File: config.mk
export PLATFORM = sky130hd
export DESIGN_NAME = skid_fifo
export DESIGN_NICKNAME = d
export VERILOG_FILES = /design/src/rtl/skid_fifo_pkg.sv /design/src/rtl/fifo_regfile.sv /design/src/rtl/skid_fifo.sv
export SDC_FILE = /design/constraint.sdc
export NUM_CORES = 1
export LEC_CHECK = 0
export CAP_MARGIN = 20
export CORE_MARGIN = 2
export CORE_UTILIZATION = 48
export CTS_CLUSTER_SIZE = 25
export DETAILED_ROUTE_END_ITERATION = 8
export HOLD_SLACK_MARGIN = 0.1
export PLACE_DENSITY_LB_ADDON = 0.1
export SETUP_SLACK_MARGIN = 0.3
export SLEW_MARGIN = 20
export SYNTH_ARGS = -nofsm -noshare
export SYNTH_HDL_FRONTEND = slang
export SYNTH_SLANG_ARGS = --single-unit
File: constraint.sdc
create_clock -name clk -period 2.2 [get_ports clk]
set_input_delay 0.33 -clock clk [delete_from_list [all_inputs] [get_ports clk]]
set_output_delay 0.33 -clock clk [all_outputs]
set_load 0.05 [all_outputs]
File: src/rtl/skid_fifo_pkg.sv
// rtl/skid_fifo_pkg.sv - shared width and pointer helpers for pointer-based buffers
package skid_fifo_pkg;

  function automatic int width_of(int n);
    return (n <= 2) ? 1 : $clog2(n);
  endfunction

  // Pointers wrap at DEPTH-1, so DEPTH does not have to be a power of two.
  function automatic int wrap_inc(int p, int depth);
    return (p == depth - 1) ? 0 : p + 1;
  endfunction

endpackage

File: src/rtl/fifo_regfile.sv
// rtl/fifo_regfile.sv - DEPTH x DATA_SIZE register array, one write port, async read
module fifo_regfile #(
  parameter int DATA_SIZE = 32,
  parameter int DEPTH     = 4,
  parameter int PTR_W     = 2
) (
  input  logic                 clk,
  input  logic                 we,
  input  logic [PTR_W-1:0]     waddr,
  input  logic [DATA_SIZE-1:0] wdata,
  input  logic [PTR_W-1:0]     raddr,
  output logic [DATA_SIZE-1:0] rdata
);

  logic [DATA_SIZE-1:0] mem [DEPTH];

  always_ff @(posedge clk) begin
    if (we) mem[waddr] <= wdata;
  end

  assign rdata = mem[raddr];

endmodule

File: src/rtl/skid_fifo.sv
// rtl/skid_fifo.sv - N-entry first-word-fall-through elastic buffer with flush and overflow
module skid_fifo
  import skid_fifo_pkg::*;
#(
  parameter  int DATA_SIZE = 32,
  parameter  int DEPTH     = 4,
  parameter  int AFULL_TH  = DEPTH - 1,
  localparam int PTR_W     = width_of(DEPTH),
  localparam int CNT_W     = width_of(DEPTH + 1)
) (
  input  logic                 clk,
  input  logic                 rst_n,
  input  logic                 flush,
  input  logic                 req,
  input  logic [DATA_SIZE-1:0] d_i,
  output logic                 in_ready,
  output logic                 valid,
  input  logic                 ready,
  output logic [DATA_SIZE-1:0] d_o,
  output logic [CNT_W-1:0]     count,
  output logic                 almost_full,
  output logic                 overflow
);

  logic [PTR_W-1:0] rd_ptr;
  logic [PTR_W-1:0] wr_ptr;
  logic             push;
  logic             pop;

  // Status flags come from registered count only, keeping ready->in_ready and req->valid cut.
  assign in_ready    = (count != CNT_W'(DEPTH));
  assign valid       = (count != '0);
  assign almost_full = (count >= CNT_W'(AFULL_TH));

  assign push = req & in_ready & ~flush;
  assign pop  = valid & ready & ~flush;

  always_ff @(posedge clk or negedge rst_n) begin
    if (!rst_n) begin
      rd_ptr   <= '0;
      wr_ptr   <= '0;
      count    <= '0;
      overflow <= 1'b0;
    end else if (flush) begin
      rd_ptr   <= '0;
      wr_ptr   <= '0;
      count    <= '0;
      overflow <= 1'b0;
    end else begin
      if (push) wr_ptr <= PTR_W'(wrap_inc(int'(wr_ptr), DEPTH));
      if (pop)  rd_ptr <= PTR_W'(wrap_inc(int'(rd_ptr), DEPTH));
      if (push && !pop)      count <= count + CNT_W'(1);
      else if (pop && !push) count <= count - CNT_W'(1);
      if (req && !in_ready) overflow <= 1'b1;
    end
  end

  fifo_regfile #(
    .DATA_SIZE (DATA_SIZE),
    .DEPTH     (DEPTH),
    .PTR_W     (PTR_W)
  ) u_regfile (
    .clk   (clk),
    .we    (push),
    .waddr (wr_ptr),
    .wdata (d_i),
    .raddr (rd_ptr),
    .rdata (d_o)
  );

endmodule

Yosys cells after proc, flatten, opt, wreduce, memory -nomap -nowiden
Memories as Yosys holds them, arrays and structs flattened. Cells that the tools add are included.

Memories kept: 1. RAM bits: 128. Register bits after elaboration: 8.

Mux-type cells: 13. Order comparisons: 1. Bitwise logic cells: 5. Eq/ne operators: 3. Reduce and logical (&&, ||, !) cells: 11. $add $sub $neg: 4.

Memory list: u_regfile.mem (words 4, bits a word 32, rd ports 1, clocked after memory_dff 0, write ports 1, RTL line fifo_regfile.sv:15) `logic [DATA_SIZE-1:0] mem [DEPTH];`.

Operator list (count): $mux 2 (6); $mux 3 (3); $reduce_bool 2->1 (3); $reduce_bool 3->1 (2); $add 2x1->2 const B (2); $and 1x1->1 (4); $eq 2x1->1 const B (2); $mux 1 (4); $add 3x1->3 const B (1); $ge 3x2->1 const B (1); $logic_and 1x1->1 (3); $logic_not 1->1 (3); $ne 3x3->1 const B (1); $sub 3x1->3 const B (1); $not 1->1 (1).

Depth between registers and ports, before layout
Depth in word-level cells: 8. Mapped depth: 10.

Hierarchy
Synthesis repeated with hierarchy kept, for this count alone.

Cells, all modules: 237. Area total of the unflattened synthesis: 5247.5 um^2.

Modules (own cells, without submodules): fifo_regfile (area an instance 4689.5 um^2, cells each 171, instances 1); skid_fifo (area an instance 558.0 um^2, cells each 66, instances 1).

Least setup slack after synthesis
No wires, ideal clock.

Path kind: register -> register. From: reg count[0]. To: reg count[1]. Path slack: -499 ps. Cell stages (with the launch flop): 10. Data required time: 2096 ps. Data arrival time: 2595 ps. Buffers on the path: 1. Period minus slack after synthesis: 2699 ps. Cells stage by stage: dfrtp_1 buf_6 or3b_4 nand2_2 nor2_1 and2_1 fa_1 a311oi_1 o21ai_1 a221oi_1.

RTL lines: from (decl) (RTL line skid_fifo.sv:20) `output logic [CNT_W-1:0] count,`; from (signal assigned) (RTL line skid_fifo.sv:52) `if (push && !pop) count <= count + CNT_W'(1);`; from (signal assigned) (RTL line skid_fifo.sv:53) `else if (pop && !push) count <= count - CNT_W'(1);`; $ne 3x3->1 * (RTL line skid_fifo.sv:31) `assign in_ready = (count != CNT_W'(DEPTH));`; via in_ready (RTL line skid_fifo.sv:16) `output logic in_ready,`; $and 1x1->1 * (2 in series) (RTL line skid_fifo.sv:35) `assign push = req & in_ready & ~flush;`; $logic_and 1x1->1 or $logic_not 1->1 (tied branches) (RTL line skid_fifo.sv:52, skid_fifo.sv:53); $mux 3 or $logic_and 1x1->1 (tied branches) (RTL line skid_fifo.sv:52, skid_fifo.sv:53); $mux 3 or $reduce_bool 3->1 (tied branches).

The timed path passes the listed nets; every way through them passes the cells marked *. The select of a mux whose other input is x is not followed. A chain may end at the register's enable or synchronous reset.

Worst setup path in the final report
From: reg rd_ptr[0]. To: out d_o[0].

Word-level cells in the longest chain between the ends: 1.

RTL lines: from (decl) (RTL line skid_fifo.sv:25) `logic [PTR_W-1:0] rd_ptr;`; from (signal assigned) (RTL line skid_fifo.sv:51) `if (pop) rd_ptr <= PTR_W'(wrap_inc(int'(rd_ptr), DEPTH));`; $mem_v2 4x32; to (decl) (RTL line skid_fifo.sv:19) `output logic [DATA_SIZE-1:0] d_o,`.

Every way passes these cells.

==> results by group <==
Status
  – Status: finished, violations left
  – Failing checks: setup timing

Worst setup path
  – Crit path DAT: 1.88 ns
  – CP Data Required Time: 1.87 ns
  – Crit Path Max Fanout: 8
  – Worst Setup End Kind: output port
  – FF-to-FF path depth: 8
  – Startpoint Class: register
  – CP Class: register to output port

Route
  – Drt via density: 5.288
  – Total iterations of the first detailed-routing run: 4
  – Wire per inst: 18.78 microns
  – DR iter-0 viols: 87
  – DR vias: 2,628
  – Drt total wl: 9336 microns
  – Remaining antenna violation count: 0
  – Remaining DRCs: 0

Timing
  – Hold Worst Slack: 0.1127 ns
  – Slew Limit Headroom: 0.6776
  – Slew @ Worst Pin: 0.4855 ns
  – Final setup vio count: 1
  – Final max-slew violation count: 0
  – Clock skew: 0.005088 ns
  – Period minus WS final: 2.206 ns
  – Setup ws final: -0.006208 ns
  – Max Freq: 0.4533 GHz
  – Period utilization: 1.003
  – RSZ-0062 raised after global routing: yes
  – Final hold vios: 0

Yosys
  – Most common library cells after synthesis: 128 x edfxtp_1, 32 x mux4_2, 8 x dfrtp_1, 7 x buf_2, 7 x nor2_1
  – FFs w/ async S/R, synth: 0.05882
  – Synth area leader: edfxtp_1
  – Count leader, synth: edfxtp_1
  – Ranking of synthesized cells by area: edfxtp_1 74%, mux4_2 14%, dfrtp_1 3.8%, ha_1 1.2%, buf_2 0.67%
  – Register bit total from synthesis: 136
  – Syn_nets: 278
  – Share of the synthesized area in the top cell type: 0.7358
  – Sequential area share after synthesis: 0.7741
  – Mapped Avg Cell Area: 22.23 sq um
  – Post-Syn Area: 5224 sq um
  – Synth warnings: 0
  – Synth unique cells: 33
  – Post-synth EDFFs: 128
  – Post-Syn Instances: 235
  – Dominant synthesized flop cell: edfxtp_1

Final layout
  – Sequential Area: 4050 sq um
  – Layout area overhead: 40.62%
  – N_diodes: 0
  – Fill cells: 738
  – Final Non-Filler Cells: 497
  – NumNets Final: 387
  – Layout cells sized above 1: 0.4090
  – Multi-input logic area: 1124 sq um

Floorplanning
  – Total core area: 10,750 sq um
  – Starting Density: 0.4861
  – Io pins: 76
  – Die ar.: 11,730 sq um
  – Site Rows: 38
  – Chip Width: 108.3 microns
  – DIE HEIGHT: 108.3 microns

Global routing
  – Grt total ovfl: 0
  – First-pass GRT wire length: 14,160 microns
  – Vias in the first global route: 2,729
  – Antenna violations before repair: 0
  – Total track usage: 0.1689
  – Pin count of the biggest net entering global routing: 23

Clocking
  – CTS Sinks: 136
  – H-tree depth: 4
  – Clk Latency, worst-skew pair: 0.50 ns
  – Clk root buf: clkbuf_8
  – CTS tree: done
  – Clock-pin transition on the worst setup and hold timing paths: 0.06 ns
  – CTS Buffer Depth: 2
  – Num CTS Buffers: 17

Placed design
  – Port Buffer Count: 75
  – RD Place Congestion: 0.7344
  – DP Worst Slack: -0.1057 ns
  – DP HPWL: 5598 microns
  – Placed insts: 458

Power
  – P_leak: 2.536 nW
  – Peak supply drop: 0.6779 mV
  – Cell Pwr Density: 1216 nW/um^2

Hold path
  – Worst hold path class: input port to asynchronous set/reset pin

Run
  – Max cap viols: 0
## final cells by class
class / instances / share of cell area
flip-flops and latches: 136 / 0.5514
multi-input cells: 81 / 0.1530
well taps: 140 / 0.02385
clock buffers: 19 / 0.05740
clock inverters: 13 / 0.02947
repair buffers: 103 / 0.1824
inverters: 5 / 0.002555
## stage by stage
step	util	TNS, ns	power (W)	instance area (sq um)
floorplan	-	-0.3575	0.004706	5250
global placement	0.6027	-0.04722	0.005662	6476
detailed placement	0.6027	-0.1057	0.005684	6476
CTS	0.6721	-0.4032	0.008836	7222
global route	0.6836	-1.738	0.009247	7346
finish	0.6836	-0.006208	0.008930	7346
## worst paths after layout
check / slack, ns / end / from
min reg2reg: 0.52 / overflow / overflow
min in group clk: 0.45 / u_regfile.mem[0][5] / d_i[5]
max reg2reg: 0.02 / count[1] / count[0]
max in group asynchronous: 1.79 / rd_ptr[1] / rst_n
min: 0.11 / overflow / rst_n
max: -0.006 / d_o[0] / rd_ptr[0]
## power breakdown
part / switching (W) / total (W) / internal, W
Combinational: 0.00153 / 0.00286 / 0.00132
Clock: 0.00104 / 0.00301 / 0.00197
Sequential: 0.0000499 / 0.00306 / 0.00301
## metal layers
layer | wire length (microns) | GRT usage
met5 | 0 | 0
met2 | 4987 | 0.2790
met4 | 145 | 0.06868
met3 | 306 | 0.04159
met1 | 3897 | 0.2169
## cells by family after synthesis
logic type | after synthesis | synth area share
adder cells (fa/ha/maj) | 6 | 0.01581
AO/OA/AOI/OAI | 16 | 0.02156
multiplexers | 35 | 0.1437
AND/OR/NAND/NOR | 21 | 0.02084
flip-flops | 136 | 0.7741
XOR/XNOR | 3 | 0.005031
buffers and inverters | 18 | 0.01892
## flip-flops by register name (all words and copies together) (netlist names)
| signal | count |
|---|---|
| rd_ptr | 2 |
| u_regfile.mem | 128 |
| wr_ptr | 2 |
| count | 3 |
| overflow | 1 |
## placed cells by master (no fill, tap or decap), types with 2 or more instances in the layout
cell type,synthesis,final
a21oi_1,3,3
a31oi_1,2,2
and2_2,0,4
buf_12,0,24
buf_4,4,12
buf_6,1,12
buf_8,0,11
bufinv_16,0,5
clkbuf_1,1,2
clkbuf_16,0,19
clkbuf_2,0,2
clkdlybuf4s50_1,0,36
clkinvlp_4,0,3
dfrtp_1,8,3
dfrtp_2,0,5
edfxtp_1,128,128
ha_1,5,5
inv_1,5,5
inv_6,0,4
mux2i_1,3,3
mux4_2,32,32
nand3_1,2,2
nor2_1,7,6
nor3_1,2,2
o21ai_0,2,2
xnor2_1,2,2
## repair_timing
item                       4_1_cts  5_1_grt
resized for setup               48       16
gates cloned                     0        3
pin swaps                        1        0
buffers inserted                 1        3
hold buffers                     0        0
setup endpoints to repair       41       39
## worst max-delay path: stages (launching register included)
cell and delay, ns:
dfrtp_2 0.37, buf_6 0.14, clkbuf_16 0.17, mux4_2 0.52
buf_6 0.17
Note: power is estimated with default switching activity, not from simulation.
